[config.mk]
export PLATFORM = sky130hd
export DESIGN_NAME = instr_encode_writer_flat
export DESIGN_NICKNAME = d
export VERILOG_FILES = /design/src/rtl/instr_encode_writer_pkg.sv /design/src/rtl/instr_encode_writer_if.sv /design/src/rtl/instr_encode_writer_pack.sv /design/src/rtl/instr_encode_writer.sv /design/src/flat_wrapper.sv
export SDC_FILE = /design/constraint.sdc
export NUM_CORES = 1
export LEC_CHECK = 0
export ABC_AREA = 1
export CORE_ASPECT_RATIO = 1.1
export CORE_UTILIZATION = 48
export CTS_CLUSTER_SIZE = 30
export DETAILED_ROUTE_END_ITERATION = 8
export GPL_TIMING_DRIVEN = 0
export PLACE_DENSITY = 0.86
export SYNTH_ARGS = -nofsm -noshare
export SYNTH_HDL_FRONTEND = slang
export SYNTH_HIERARCHICAL = 1
export SYNTH_SLANG_ARGS = --single-unit
[constraint.sdc]
create_clock -name clk -period 3 [get_ports clk]
set_input_delay 0.75 -clock clk [delete_from_list [all_inputs] [get_ports clk]]
set_output_delay 0.75 -clock clk [all_outputs]
set_load 0.03 [all_outputs]
[src/rtl/instr_encode_writer_pkg.sv]
// Shared instruction-format definitions: opcodes, field positions, FSM state type.
// Latency: none (declarations only).
// Backpressure: not applicable.
package instr_encode_writer_pkg;

   // Opcode / op-field encodings that allow the immediate format
   localparam logic [2:0] OPC_MOV    = 3'b110;
   localparam logic [2:0] OPC_LDR    = 3'b011;
   localparam logic [2:0] OPC_STR    = 3'b100;
   localparam logic [1:0] OP_MOVIMM  = 2'b10;

   // Instruction word width
   localparam int INSTR_W = 16;

   // Field bit positions, shared with the decoder
   localparam int OPC_MSB = 15;
   localparam int OPC_LSB = 13;
   localparam int OP_MSB  = 12;
   localparam int OP_LSB  = 11;
   localparam int RN_MSB  = 10;
   localparam int RN_LSB  = 8;
   localparam int RD_MSB  = 7;
   localparam int RD_LSB  = 5;
   localparam int SH_MSB  = 4;
   localparam int SH_LSB  = 3;
   localparam int RM_MSB  = 2;
   localparam int RM_LSB  = 0;
   localparam int IMM_MSB = 7;
   localparam int IMM_LSB = 0;

   // Loader FSM states
   typedef enum logic [1:0] {
      S_IDLE   = 2'd0,
      S_ACCEPT = 2'd1,
      S_WRITE  = 2'd2,
      S_DONE   = 2'd3
   } state_t;

   // Immediate format is only meaningful for MOV-immediate, LDR and STR
   function automatic logic imm_legal(input logic [2:0] opcode, input logic [1:0] op);
      return ((opcode == OPC_MOV) && (op == OP_MOVIMM)) ||
             (opcode == OPC_LDR) ||
             (opcode == OPC_STR);
   endfunction

endpackage

[src/rtl/instr_encode_writer_if.sv]
// Host-side field bundle, session control and memory write port of the loader.
// Latency: none (wiring only).
// Backpressure: in_valid/in_ready on fields, mem_we held until mem_ack on memory.
interface instr_encode_writer_if #(
   parameter int ADDR_W = 8
);
   // Session control
   logic              start;
   logic [ADDR_W-1:0] base_addr;

   // Field bundle handshake
   logic              in_valid;
   logic              in_ready;
   logic [2:0]        in_opcode;
   logic [1:0]        in_op;
   logic [2:0]        in_rn;
   logic [2:0]        in_rd;
   logic [1:0]        in_sh;
   logic [2:0]        in_rm;
   logic              in_use_imm;
   logic [7:0]        in_imm8;
   logic              in_last;

   // Instruction memory write port
   logic              mem_we;
   logic [ADDR_W-1:0] mem_addr;
   logic [15:0]       mem_wdata;
   logic              mem_ack;

   // Session status
   logic              done;
   logic              full;
   logic              err;
   logic [ADDR_W:0]   words_written;

   // Host / memory side
   modport master (
      output start, base_addr,
      output in_valid, in_opcode, in_op, in_rn, in_rd, in_sh, in_rm,
      output in_use_imm, in_imm8, in_last,
      input  in_ready,
      input  mem_we, mem_addr, mem_wdata,
      output mem_ack,
      input  done, full, err, words_written
   );

   // Loader side
   modport slave (
      input  start, base_addr,
      input  in_valid, in_opcode, in_op, in_rn, in_rd, in_sh, in_rm,
      input  in_use_imm, in_imm8, in_last,
      output in_ready,
      output mem_we, mem_addr, mem_wdata,
      input  mem_ack,
      output done, full, err, words_written
   );

endinterface

[src/rtl/instr_encode_writer_pack.sv]
// Packs decoded fields into a 16-bit instruction word and flags illegal immediates.
// Latency: purely combinational.
// Backpressure: none; the caller decides when the result is consumed.
module instr_encode_writer_pack
   import instr_encode_writer_pkg::*;
(
   input  logic [2:0]         i_opcode,
   input  logic [1:0]         i_op,
   input  logic [2:0]         i_rn,
   input  logic [2:0]         i_rd,
   input  logic [1:0]         i_sh,
   input  logic [2:0]         i_rm,
   input  logic               i_use_imm,
   input  logic [7:0]         i_imm8,
   output logic [INSTR_W-1:0] o_word,
   output logic               o_legal
);

   // Place each field at its shared bit position; low byte depends on format
   always_comb begin
      o_word  = '0;
      o_legal = 1'b1;
      o_word[OPC_MSB:OPC_LSB] = i_opcode;
      o_word[OP_MSB:OP_LSB]   = i_op;
      o_word[RN_MSB:RN_LSB]   = i_rn;
      if (i_use_imm) begin
         o_word[IMM_MSB:IMM_LSB] = i_imm8;
         o_legal = imm_legal(i_opcode, i_op);
      end else begin
         o_word[RD_MSB:RD_LSB] = i_rd;
         o_word[SH_MSB:SH_LSB] = i_sh;
         o_word[RM_MSB:RM_LSB] = i_rm;
      end
   end

endmodule

[src/rtl/instr_encode_writer.sv]
// Loader: accepts field bundles, packs them and writes words sequentially from base_addr.
// Latency: accept at edge N -> mem_we in cycle N+1; best case one word per 2 cycles.
// Backpressure: in_ready only in ACCEPT; mem_we/addr/data held until mem_ack.
module instr_encode_writer
   import instr_encode_writer_pkg::*;
#(
   parameter int              ADDR_W    = 8,
   parameter logic [ADDR_W-1:0] LAST_ADDR = {ADDR_W{1'b1}}
) (
   input  logic clk,
   input  logic reset,
   instr_encode_writer_if.slave bus
);

   localparam logic [ADDR_W:0]   WORDS_ONE = (ADDR_W+1)'(1);
   localparam logic [ADDR_W-1:0] ADDR_ONE  = ADDR_W'(1);

   state_t               r_state;
   state_t               w_next;
   logic [ADDR_W-1:0]    r_addr;
   logic [INSTR_W-1:0]   r_wdata;
   logic                 r_last;
   logic [ADDR_W:0]      r_words;
   logic                 r_full;
   logic                 r_err;

   logic [INSTR_W-1:0]   w_word;
   logic                 w_legal;
   logic                 w_accept;
   logic                 w_commit;
   logic                 w_at_end;

   instr_encode_writer_pack u_pack (
      .i_opcode  (bus.in_opcode),
      .i_op      (bus.in_op),
      .i_rn      (bus.in_rn),
      .i_rd      (bus.in_rd),
      .i_sh      (bus.in_sh),
      .i_rm      (bus.in_rm),
      .i_use_imm (bus.in_use_imm),
      .i_imm8    (bus.in_imm8),
      .o_word    (w_word),
      .o_legal   (w_legal)
   );

   assign w_accept = (r_state == S_ACCEPT) && bus.in_valid;
   assign w_commit = (r_state == S_WRITE) && bus.mem_ack;
   assign w_at_end = (r_addr == LAST_ADDR);

   // State register
   always_ff @(posedge clk) begin
      if (reset) begin
         r_state <= S_IDLE;
      end else begin
         r_state <= w_next;
      end
   end

   // Next-state: rejected bundles stay in ACCEPT unless they close the session
   always_comb begin
      w_next = r_state;
      case (r_state)
         S_IDLE: begin
            if (bus.start) begin
               w_next = S_ACCEPT;
            end
         end
         S_ACCEPT: begin
            if (w_accept) begin
               if (w_legal) begin
                  w_next = S_WRITE;
               end else if (bus.in_last) begin
                  w_next = S_DONE;
               end
            end
         end
         S_WRITE: begin
            if (bus.mem_ack) begin
               if (w_at_end || r_last) begin
                  w_next = S_DONE;
               end else begin
                  w_next = S_ACCEPT;
               end
            end
         end
         S_DONE: begin
            w_next = S_IDLE;
         end
         default: begin
            w_next = S_IDLE;
         end
      endcase
   end

   // Session datapath: address counter, word register, counters and status flags
   always_ff @(posedge clk) begin
      if (reset) begin
         r_addr  <= '0;
         r_wdata <= '0;
         r_last  <= 1'b0;
         r_words <= '0;
         r_full  <= 1'b0;
         r_err   <= 1'b0;
      end else begin
         r_err <= w_accept && !w_legal;
         if ((r_state == S_IDLE) && bus.start) begin
            r_addr  <= bus.base_addr;
            r_words <= '0;
            r_full  <= 1'b0;
         end
         if (w_accept && w_legal) begin
            r_wdata <= w_word;
            r_last  <= bus.in_last;
         end
         // No wrap: the top address ends the session instead of incrementing
         if (w_commit) begin
            r_words <= r_words + WORDS_ONE;
            if (w_at_end) begin
               r_full <= 1'b1;
            end else if (!r_last) begin
               r_addr <= r_addr + ADDR_ONE;
            end
         end
      end
   end

   // Outputs come only from registers or state decode
   assign bus.in_ready      = (r_state == S_ACCEPT);
   assign bus.mem_we        = (r_state == S_WRITE);
   assign bus.done          = (r_state == S_DONE);
   assign bus.mem_addr      = r_addr;
   assign bus.mem_wdata     = r_wdata;
   assign bus.full          = r_full;
   assign bus.err           = r_err;
   assign bus.words_written = r_words;

endmodule

[src/flat_wrapper.sv]
// flat-port wrapper written by rule: the top's interface ports become plain ports
module instr_encode_writer_flat import instr_encode_writer_pkg::*;
#(
   parameter int              ADDR_W    = 8,
   parameter logic [ADDR_W-1:0] LAST_ADDR = {ADDR_W{1'b1}}
)
  (clk, reset, bus_start, bus_base_addr, bus_in_valid, bus_in_opcode, bus_in_op, bus_in_rn, bus_in_rd, bus_in_sh, bus_in_rm, bus_in_use_imm, bus_in_imm8, bus_in_last, bus_in_ready, bus_mem_we, bus_mem_addr, bus_mem_wdata, bus_mem_ack, bus_done, bus_full, bus_err, bus_words_written);
  instr_encode_writer_if #(.ADDR_W(ADDR_W)) bus_i ();
  input  logic clk;
  input  logic reset;
  input wire logic [$bits(bus_i.start)-1:0] bus_start;
  input wire logic [$bits(bus_i.base_addr)-1:0] bus_base_addr;
  input wire logic [$bits(bus_i.in_valid)-1:0] bus_in_valid;
  input wire logic [$bits(bus_i.in_opcode)-1:0] bus_in_opcode;
  input wire logic [$bits(bus_i.in_op)-1:0] bus_in_op;
  input wire logic [$bits(bus_i.in_rn)-1:0] bus_in_rn;
  input wire logic [$bits(bus_i.in_rd)-1:0] bus_in_rd;
  input wire logic [$bits(bus_i.in_sh)-1:0] bus_in_sh;
  input wire logic [$bits(bus_i.in_rm)-1:0] bus_in_rm;
  input wire logic [$bits(bus_i.in_use_imm)-1:0] bus_in_use_imm;
  input wire logic [$bits(bus_i.in_imm8)-1:0] bus_in_imm8;
  input wire logic [$bits(bus_i.in_last)-1:0] bus_in_last;
  output wire logic [$bits(bus_i.in_ready)-1:0] bus_in_ready;
  output wire logic [$bits(bus_i.mem_we)-1:0] bus_mem_we;
  output wire logic [$bits(bus_i.mem_addr)-1:0] bus_mem_addr;
  output wire logic [$bits(bus_i.mem_wdata)-1:0] bus_mem_wdata;
  input wire logic [$bits(bus_i.mem_ack)-1:0] bus_mem_ack;
  output wire logic [$bits(bus_i.done)-1:0] bus_done;
  output wire logic [$bits(bus_i.full)-1:0] bus_full;
  output wire logic [$bits(bus_i.err)-1:0] bus_err;
  output wire logic [$bits(bus_i.words_written)-1:0] bus_words_written;
  assign bus_i.start = bus_start;
  assign bus_i.base_addr = bus_base_addr;
  assign bus_i.in_valid = bus_in_valid;
  assign bus_i.in_opcode = bus_in_opcode;
  assign bus_i.in_op = bus_in_op;
  assign bus_i.in_rn = bus_in_rn;
  assign bus_i.in_rd = bus_in_rd;
  assign bus_i.in_sh = bus_in_sh;
  assign bus_i.in_rm = bus_in_rm;
  assign bus_i.in_use_imm = bus_in_use_imm;
  assign bus_i.in_imm8 = bus_in_imm8;
  assign bus_i.in_last = bus_in_last;
  assign bus_in_ready = bus_i.in_ready;
  assign bus_mem_we = bus_i.mem_we;
  assign bus_mem_addr = bus_i.mem_addr;
  assign bus_mem_wdata = bus_i.mem_wdata;
  assign bus_i.mem_ack = bus_mem_ack;
  assign bus_done = bus_i.done;
  assign bus_full = bus_i.full;
  assign bus_err = bus_i.err;
  assign bus_words_written = bus_i.words_written;
  instr_encode_writer #(.ADDR_W(ADDR_W), .LAST_ADDR(LAST_ADDR)) u_core (.clk(clk), .reset(reset), .bus(bus_i));
endmodule
-- Yosys cells after proc, flatten, opt, wreduce, memory -nomap -nowiden
Index checks and enable logic that the tools add are counted.
- shifts and indexed selects: 0
- add/sub/neg operators: 2
- multipliers: 0
- multiplexer cells: 18
- divide/modulo/power cells: 0
- equal/unequal tests: 12
- $lt $le $gt $ge: 0
- bitwise logic cells: 0
- reductions and logical operators: 13
- operators by type and width (cell ; count):
    two-way mux 8 bit ; 5
    two-way mux 9 bit ; 2
    two-way mux 2 bit ; 6
    adder 9 x 1 -> 9 bit (second input constant) ; 1
    adder 8 x 1 -> 8 bit (second input constant) ; 1
    equality test 8 bit (second input constant) ; 1
    one-hot mux 2 bit (4 select lines) ; 1
    equality test 2 bit (second input constant) ; 3
    equality test 3 bit (second input constant) ; 2
    logical AND 1 bit ; 6
    two-way mux 1 bit ; 4
    inequality test 2 x 1 -> 1 bit (second input constant) ; 2
    AND reduction 4 bit ; 1
    equality test 3 x 2 -> 1 bit (second input constant) ; 1
    logical OR 1 bit ; 3
    inequality test 3 x 2 -> 1 bit (second input constant) ; 1
    equality test 2 x 1 -> 1 bit (second input constant) ; 1
    zero test 2 bit ; 1
    inequality test 2 bit (second input constant) ; 1
    nonzero test 2 bit ; 1
    zero test 1 bit ; 1
- bits of input ports: 39
- RAM bits: 0
- memories kept: 0
- bits in read-only memories: 0
- flip-flop bits (word level): 38
- latch bits: 0
- word-level logic and storage cells: 52
- output and inout port bits: 38

-- Depth between registers and ports, before layout
Gate-level depths: netlist of run 1.
- word-level depth: 8
- gate-level depth with buffers: 11
- gate-level depth less buffers: 11

-- Modules after synthesis
Netlist of run 1, hierarchy kept.
- modules (own cells, without submodules) (module ; seq. area each (sq um) ; instances ; cells each ; area an instance (sq um)):
    instr_encode_writer ; 760.7 ; 1 ; 287 ; 1876.8
    instr_encode_writer_pack ; 0.0 ; 1 ; 44 ; 205.2

-- Worst setup path after synthesis of run 1
OpenSTA, ideal clock, no wires.
- kind: in2reg
- from: input bus_in_use_imm
- to: register u_core.r_wdata[10] (netlist: u_core/bus.mem_wdata[10])
- cell stages on the path: 8
- slack: 1246 ps
- setup time: 116 ps
- required time: 2884 ps
- path buffers: 2
- arrival time: 1638 ps
- cell sequence: buf_6 inv_2 nor2_2 nand2_1 nand3_2 clkbuf_1 o21ai_0 nor2_1
- longest elaborated chain between the ends: 2
- RTL lines (element ; RTL line ; source):
    start, declared ; flat_wrapper.sv:20 ; input wire logic [$bits(bus_i.in_use_imm)-1:0] bus_in_use_imm;
    two-way mux 1 bit ; instr_encode_writer_pack.sv:26 ; if (i_use_imm) begin
    named net u_core.w_legal ; instr_encode_writer.sv:28 ; logic w_legal;
    logical AND 1 bit ; instr_encode_writer.sv:111 ; if (w_accept && w_legal) begin
    end signal, assigned ; instr_encode_writer.sv:112 ; r_wdata <= w_word;
    end, declared ; instr_encode_writer.sv:21 ; logic [INSTR_W-1:0] r_wdata;
The timed path passes the listed nets, and every way through them passes these cells.
A chain may end at the register's enable or synchronous reset.

-- Worst setup path after layout of run 1
- from: register u_core.r_state[1]
- to: output bus_mem_we
- longest elaborated chain between the ends: 1
- RTL lines (element ; RTL line ; source):
    start, declared ; instr_encode_writer.sv:18 ; state_t r_state;
    start signal, assigned ; instr_encode_writer.sv:55 ; r_state <= w_next;
    equality test 2 bit ; instr_encode_writer.sv:129 ; assign bus.mem_we = (r_state == S_WRITE);
    end, declared ; flat_wrapper.sv:24 ; output wire logic [$bits(bus_i.mem_we)-1:0] bus_mem_we;
No other way between the ends.

==> results of run 1 <==
==> registers in the layout (all words and copies together), names as in the netlist <==
register and flops:
u_core/r_last 1, u_core/bus.words_written 9, u_core/bus.mem_addr 8, u_core/bus.mem_wdata 16, u_core/bus.full 1, u_core/bus.err 1, u_core/r_state 2
==> routing by layer <==
metal,wire [um],GRT usage
met5,0,0
met4,63,0.0864
met3,448,0.0758
met2,2450,0.412
met1,2060,0.243
==> power by group through the flow <==
stage                     Combinational (mW)  Clock [mW]  Sequential (mW)
final                                  0.491       0.363            0.598
after global routing                   0.540       0.390            0.605
after global placement                 0.481           0            0.606
after detailed placement               0.488           0            0.609
after CTS                              0.491       0.369            0.598
after floorplan                        0.232           0            0.679
==> kinds of logic after synthesis <==
kind of cell / count (synthesis) / share of synthesized area
compound gates: 40 / 0.0968
xor+xnor: 3 / 0.0126
fa+ha+maj: 2 / 0.0120
buf+inv: 54 / 0.129
flops: 38 / 0.365
simple gates: 194 / 0.385
==> worst paths after layout <==
kind,to,slack [ns],cells after the start
worst min register to register,u_core/bus.words_written[8]$_SDFFE_PP0P_,0.48,2
worst min-delay path,u_core/bus.words_written[8]$_SDFFE_PP0P_,0.48,2
worst max register to register,u_core/bus.mem_addr[7]$_SDFF_PP0_,1.36,9
worst max-delay path,bus_mem_we,0.58,3
==> through the flow <==
step,setup slack [ns],hold WS (ns)
finish,0.583,0.482
global route,0.504,0.505
CTS,0.576,0.486
detailed placement,0.574,0.474
global placement,0.597,0.461
floorplan,1.25,0.497
==> worst register-to-register path: stages, from the launching register on <==
cell and delay (ns):
dfxtp_1 0.42, ha_1 0.22, nand2_1 0.08, nor2_1 0.23
nand2_1 0.17, nand3_4 0.13, buf_6 0.15, nand2_1 0.06
nand2_1 0.05, nor2_1 0.04
==> layout make-up <==
| cell class | count | area (um^2) | share of cell area |
|---|---|---|---|
| plain buffers | 17 | 129 | 0.0436 |
| clock inverters | 1 | 5.00 | 0.00169 |
| clock buffers | 7 | 86.3 | 0.0292 |
| inverters | 37 | 139 | 0.0469 |
| multi-input cells | 239 | 1050 | 0.356 |
| well taps | 52 | 65.1 | 0.0220 |
| repair buffers | 72 | 721 | 0.244 |
| flip-flops and latches | 38 | 761 | 0.257 |
==> cell usage in the layout, fill, tap and decap left out, drive strengths merged <==
cell           count
nor4               1
clkdlybuf4s50     72
buf               15
nand3             15
nand4              1
xor2               3
a21oi             13
nand2            105
clkbuf             9
nor3               1
inv               37
dfxtp             38
a31oi              1
o21ai             26
clkinv             1
ha                 2
nor2              71
==> summary.txt, run 1 <==
Logic synthesis
  • Synth top cells by count: nand2_1, nor2_1, dfxtp_1
  • Cell with the most instances after synthesis: nand2_1
  • Syn_area_per_cell: 6.29 um^2
  • Yosys top cell by area: dfxtp_1
  • Prevailing post-synth register cell: dfxtp_1
  • Seq/Total Area, Yosys: 0.365
  • Syn Nets: 372
  • Yosys warning total: 6
  • Post-Synthesis Cells: about 330
  • Synth Register Bits: 38
  • Post-synth EDFFs: 0
  • Post-synth top area share: 0.365
  • Most area-consuming cells after synthesis: dfxtp_1, nand2_1, nor2_1
  • Asr flop ratio synth: 0
  • Netlist cell types: 25
  • Cell Area, Synth: roughly 2100 um^2

Worst hold path
  • Tightest Hold Check Type: reg -> reg
  • Hold path start: u_core/bus.words_written[8]$_SDFFE_PP0P_

Global route
  • Initial antenna violation count: 0
  • Largest net degree at the start of global routing: 12
  • Number of global-route vias before repair: 1992
  • First-pass GRT wire length: 8230 um
  • GRT Util Overall: 0.229
  • Final global-route overflow total: 0

Clock network
  • Maximum clock path buffer count: 2
  • CTS tree: built
  • Num CTS Buffers: 5
  • Root Buffer Master: clkbuf_8
  • H-tree Lvls: 2
  • Cts repair resizes: 0
  • Clk sinks: 38
  • Post-CTS setup buffers: 0
  • Clk slew on worst S/H paths: 0.07 ns
  • Clock latency on the worst-skew pair: roughly 0.29 ns
  • Hold buffers post-CTS: 0

Cells and area
  • Fin util: 0.730
  • Filler cells: approximately 350
  • Fraction of layout cells with a size suffix above 1: 0.0803
  • Design Area, Final: 2960 um^2
  • Non-Filler Instances: 463
  • Final nets: 451
  • P&R area growth vs syn: 42.1%
  • Antenna Cells: 0

Drt
  • DR WL/cell: 10.8 um
  • DR vias: 2262
  • DRT iter0 DRCs: 157
  • Total iterations of the first detailed-routing run: 5
  • Final wirelength: 5020 um
  • Vias per inst: 4.89
  • Residual DRC: 0
  • DRT antenna net count: 0

Timing
  • Fin Setup TNS: 0 ns
  • Slew HR: 0.697
  • Endpoints failing setup: 0
  • Fin crit share: 0.806
  • Number of hold violations in the final report: 0
  • Clock skew: 0.00510 ns
  • Unrepaired setup endpoints after global routing: no
  • Tightest Pin Transition: between 0.4 and 0.5 ns
  • Slew Viols, Final: 0
  • Final Critical Period: 2.42 ns
  • Max frequency: just over 400 MHz

Critical path
  • Slowest cell on the critical path: clkdlybuf4s50_1
  • CP endpoint kind: output pin
  • Crit path largest cell delay: 0.67 ns
  • CP bufs+invs: 2
  • Worst-path cell chain: nand2_2 > inv_1 > clkdlybuf4s50_1
  • R2R Path Start: u_core/bus.mem_addr[1]$_SDFF_PP0_
  • CP Class: reg -> out
  • Crit path max fanout: 6
  • CP delay by family, top: buffers and inverters
  • Critical Path AT: 1.67 ns
  • Startpoint Class: flip-flop
  • Critical path origin: u_core/r_state[1]$_SDFFE_PP0P_
  • Critical Path RT: 2.25 ns

Floorplan
  • Die ar.: 4610 um^2
  • Die extent in x: around 65 um
  • DIE HEIGHT: 71.1 um
  • Core area: 4050 um^2
  • Initial core utilization: 0.514
  • # IOs: 77
  • Rows: 24

Job
  • Max-Cap Viols: 0

Power and ir drop
  • Total leakage power: 1.31 nW
  • P_sw: a little over 500 uW
  • PwrDens: between 400 and 500 nW/um^2
  • Sw Ratio: 0.349
  • Final Total Pwr: 1.45 mW
  • Logic gate share of total power: 0.338
  • Int Pwr: 946 uW
  • Part of the power in registers: 0.412
  • Worst vdd ir: roughly 270 uV
  • Clock share of power: 0.250

Place
  • Port Buffers: 72
  • Placed Area: 2870 um^2
  • Placed cells: ~460
  • Detail Placement HPWL: 3700 um
  • GP Congestion: 0.834

Run status
  • Status: finished, final reports clean
Note: power is estimated with default switching activity, not from simulation.
==> run 2, diff against run 1 <==
CORE_UTILIZATION = 44   (was 48)
PLACE_DENSITY = 0.79   (was 0.86)
clock period = 2.3 ns   (was 3 ns; I/O delays follow)
==> summary.txt, run 2 (synthesized netlist as in run 1, its figures left out) <==
Run status
  • Status: finished, final reports clean (unchanged)

Floorplan
  • Initial core utilization: 0.472 (was 0.514)
  • DIE HEIGHT: 74.1 um (was 71.1 um)
  • Die extent in x: 67.6 um (was 64.8 um)
  • Die ar.: 5010 um^2 (was 4610 um^2)
  • # IOs: 77 (unchanged)
  • Core area: 4410 um^2 (was 4050 um^2)
  • Rows: 25 (was 24)

Job
  • Max-Cap Viols: 0 (unchanged)

Global route
  • GRT Util Overall: 0.210 (was 0.229)
  • First-pass GRT wire length: 7960 um (was 8230 um)
  • Initial antenna violation count: 0 (unchanged)
  • Final global-route overflow total: 0 (unchanged)
  • Number of global-route vias before repair: 1920 (was 1992)
  • Largest net degree at the start of global routing: 13 (was 12)

Timing
  • Max frequency: 461 MHz
  • Fin crit share: 0.944
  • Final Critical Period: 2.17 ns
  • Number of hold violations in the final report: 0 (unchanged)
  • Clock skew: 0.00635 ns (was 0.00510 ns)
  • Endpoints failing setup: 0 (unchanged)
  • Worst Hold Margin: 0.479 ns (was 0.482 ns)
  • Fin Setup TNS: 0 ns (unchanged)
  • Slew HR: 0.709 (was 0.697)
  • Slew Viols, Final: 0 (unchanged)
  • Unrepaired setup endpoints after global routing: no (unchanged)
  • Tightest Pin Transition: 0.437 ns (was 0.454 ns)

Place
  • Placed cells: 457 (was 455)
  • Port Buffers: 72 (unchanged)
  • Placed Area: 2870 um^2 (about the same)
  • GP Congestion: 0.858 (was 0.834)
  • Detail Placement HPWL: 3770 um (was 3700 um)

Critical path
  • Critical Path AT: 1.60 ns (was 1.67 ns)
  • Critical Path RT: 1.73 ns (was 2.25 ns)
  • CP endpoint kind: output pin (unchanged)
  • Startpoint Class: flip-flop (unchanged)
  • CP Class: reg -> out (unchanged)
  • Crit path max fanout: 4 (was 6)

Drt
  • Vias per inst: 4.77 (was 4.89)
  • DRT antenna net count: 0 (unchanged)
  • Residual DRC: 0 (unchanged)
  • DR WL/cell: 10.7 um (was 10.8 um)
  • DRT iter0 DRCs: 151 (was 157)
  • DR vias: 2219 (was 2262)
  • Total iterations of the first detailed-routing run: 4 (was 5)
  • Final wirelength: 4950 um (was 5020 um)

Worst hold path
  • Tightest Hold Check Type: reg -> reg (unchanged)

Cells and area
  • P&R area growth vs syn: 42.5% (was 42.1%)
  • Commonest non-fill, non-tap cell in the layout: nand2_1 (unchanged)
  • Fraction of layout cells with a size suffix above 1: 0.0852 (was 0.0803)
  • Final nets: 451 (unchanged)
  • Filler cells: 412 (was 347)
  • Design Area, Final: 2970 um^2 (was 2960 um^2)
  • Most frequent cells in the layout: nand2_1, clkdlybuf4s50_1, nor2_1, dfxtp_1, inv_1 (unchanged)
  • Number of flip-flops in the largest register: 16 (unchanged)
  • Antenna Cells: 0 (unchanged)
  • Non-Filler Instances: 465 (was 463)
  • Fin util: 0.673 (was 0.730)

Clock network
  • CTS tree: built (unchanged)
  • H-tree Lvls: 2 (unchanged)
  • Hold buffers post-CTS: 0 (unchanged)
  • Clk slew on worst S/H paths: 0.08 ns (was 0.07 ns)
  • Post-CTS setup buffers: 0 (unchanged)
  • Maximum clock path buffer count: 2 (unchanged)
  • Cts repair resizes: 0 (unchanged)
  • Clk sinks: 38 (unchanged)
  • Num CTS Buffers: 5 (unchanged)
  • Root Buffer Master: clkbuf_8 (unchanged)
  • Clock latency on the worst-skew pair: 0.29 ns (about the same)

Power and ir drop
  • Total leakage power: 1.30 nW (was 1.31 nW)
  • PwrDens: 642 nW/um^2 (was 491 nW/um^2)
  • Worst vdd ir: 377 uV (was 272 uV)
run 2: changes by cell type in the layout (fill, tap and decap cells not counted):
cell	delta
clkinvlp_4	+1
dfxtp_2	+1
dfxtp_1	-1
clkbuf_1	-1
run 2: cell type report:
type,count,area [um^2],area share
Timing Repair Buffer,72,721,0.243
Buffer,17,129,0.0434
Inverter,37,139,0.0468
Clock inverter,2,12.5,0.00422
Clock buffer,6,82.6,0.0278
Multi-Input combinational cell,239,1050,0.355
Tap cell,54,67.6,0.0228
Sequential cell,38,762,0.257
run 2: worst paths after layout:
check                                                              start                                        to  slack [ns]  cells after the start
worst max-delay path                      u_core/r_state[0]$_SDFFE_PP0P_                                bus_mem_we        0.13                      4
worst min-delay path            u_core/bus.words_written[8]$_SDFFE_PP0P_  u_core/bus.words_written[8]$_SDFFE_PP0P_        0.48                      2
worst max register to register         u_core/bus.mem_addr[0]$_SDFF_PP0_         u_core/bus.mem_addr[7]$_SDFF_PP0_        0.69                      9
worst min register to register  u_core/bus.words_written[8]$_SDFFE_PP0P_  u_core/bus.words_written[8]$_SDFFE_PP0P_        0.48                      2
run 2: worst max-delay path: stages (launching register included):
cell	delay, ns
dfxtp_1	0.34
inv_2	0.12
nand2_2	0.09
inv_1	0.09
clkdlybuf4s50_1	0.67
run 2: report_power, final:
| part | leakage, nW | switching (mW) | internal (mW) |
|---|---|---|---|
| Combinational | 0.947 | 0.367 | 0.274 |
| Clock | 0.0472 | 0.244 | 0.241 |
| Sequential | 0.310 | 0.0606 | 0.719 |
run 2: metal layers:
| metal | vias up | routed length (um) | track usage |
|---|---|---|---|
| li1 | 1163 | - | - |
| met4 | 0 | 53 | 0.0662 |
| met2 | 77 | 2390 | 0.366 |
| met3 | 7 | 451 | 0.0736 |
| met1 | 972 | 2060 | 0.237 |
| met5 | - | 0 | 0 |
run 2: metrics by stage:
stage	total power, mW	setup WS [ns]
floorplan	1.19	0.667
global placement	1.42	0.101
detailed placement	1.43	0.0503
CTS	1.92	0.0259
global route	2.02	0.0437
finish	1.91	0.129
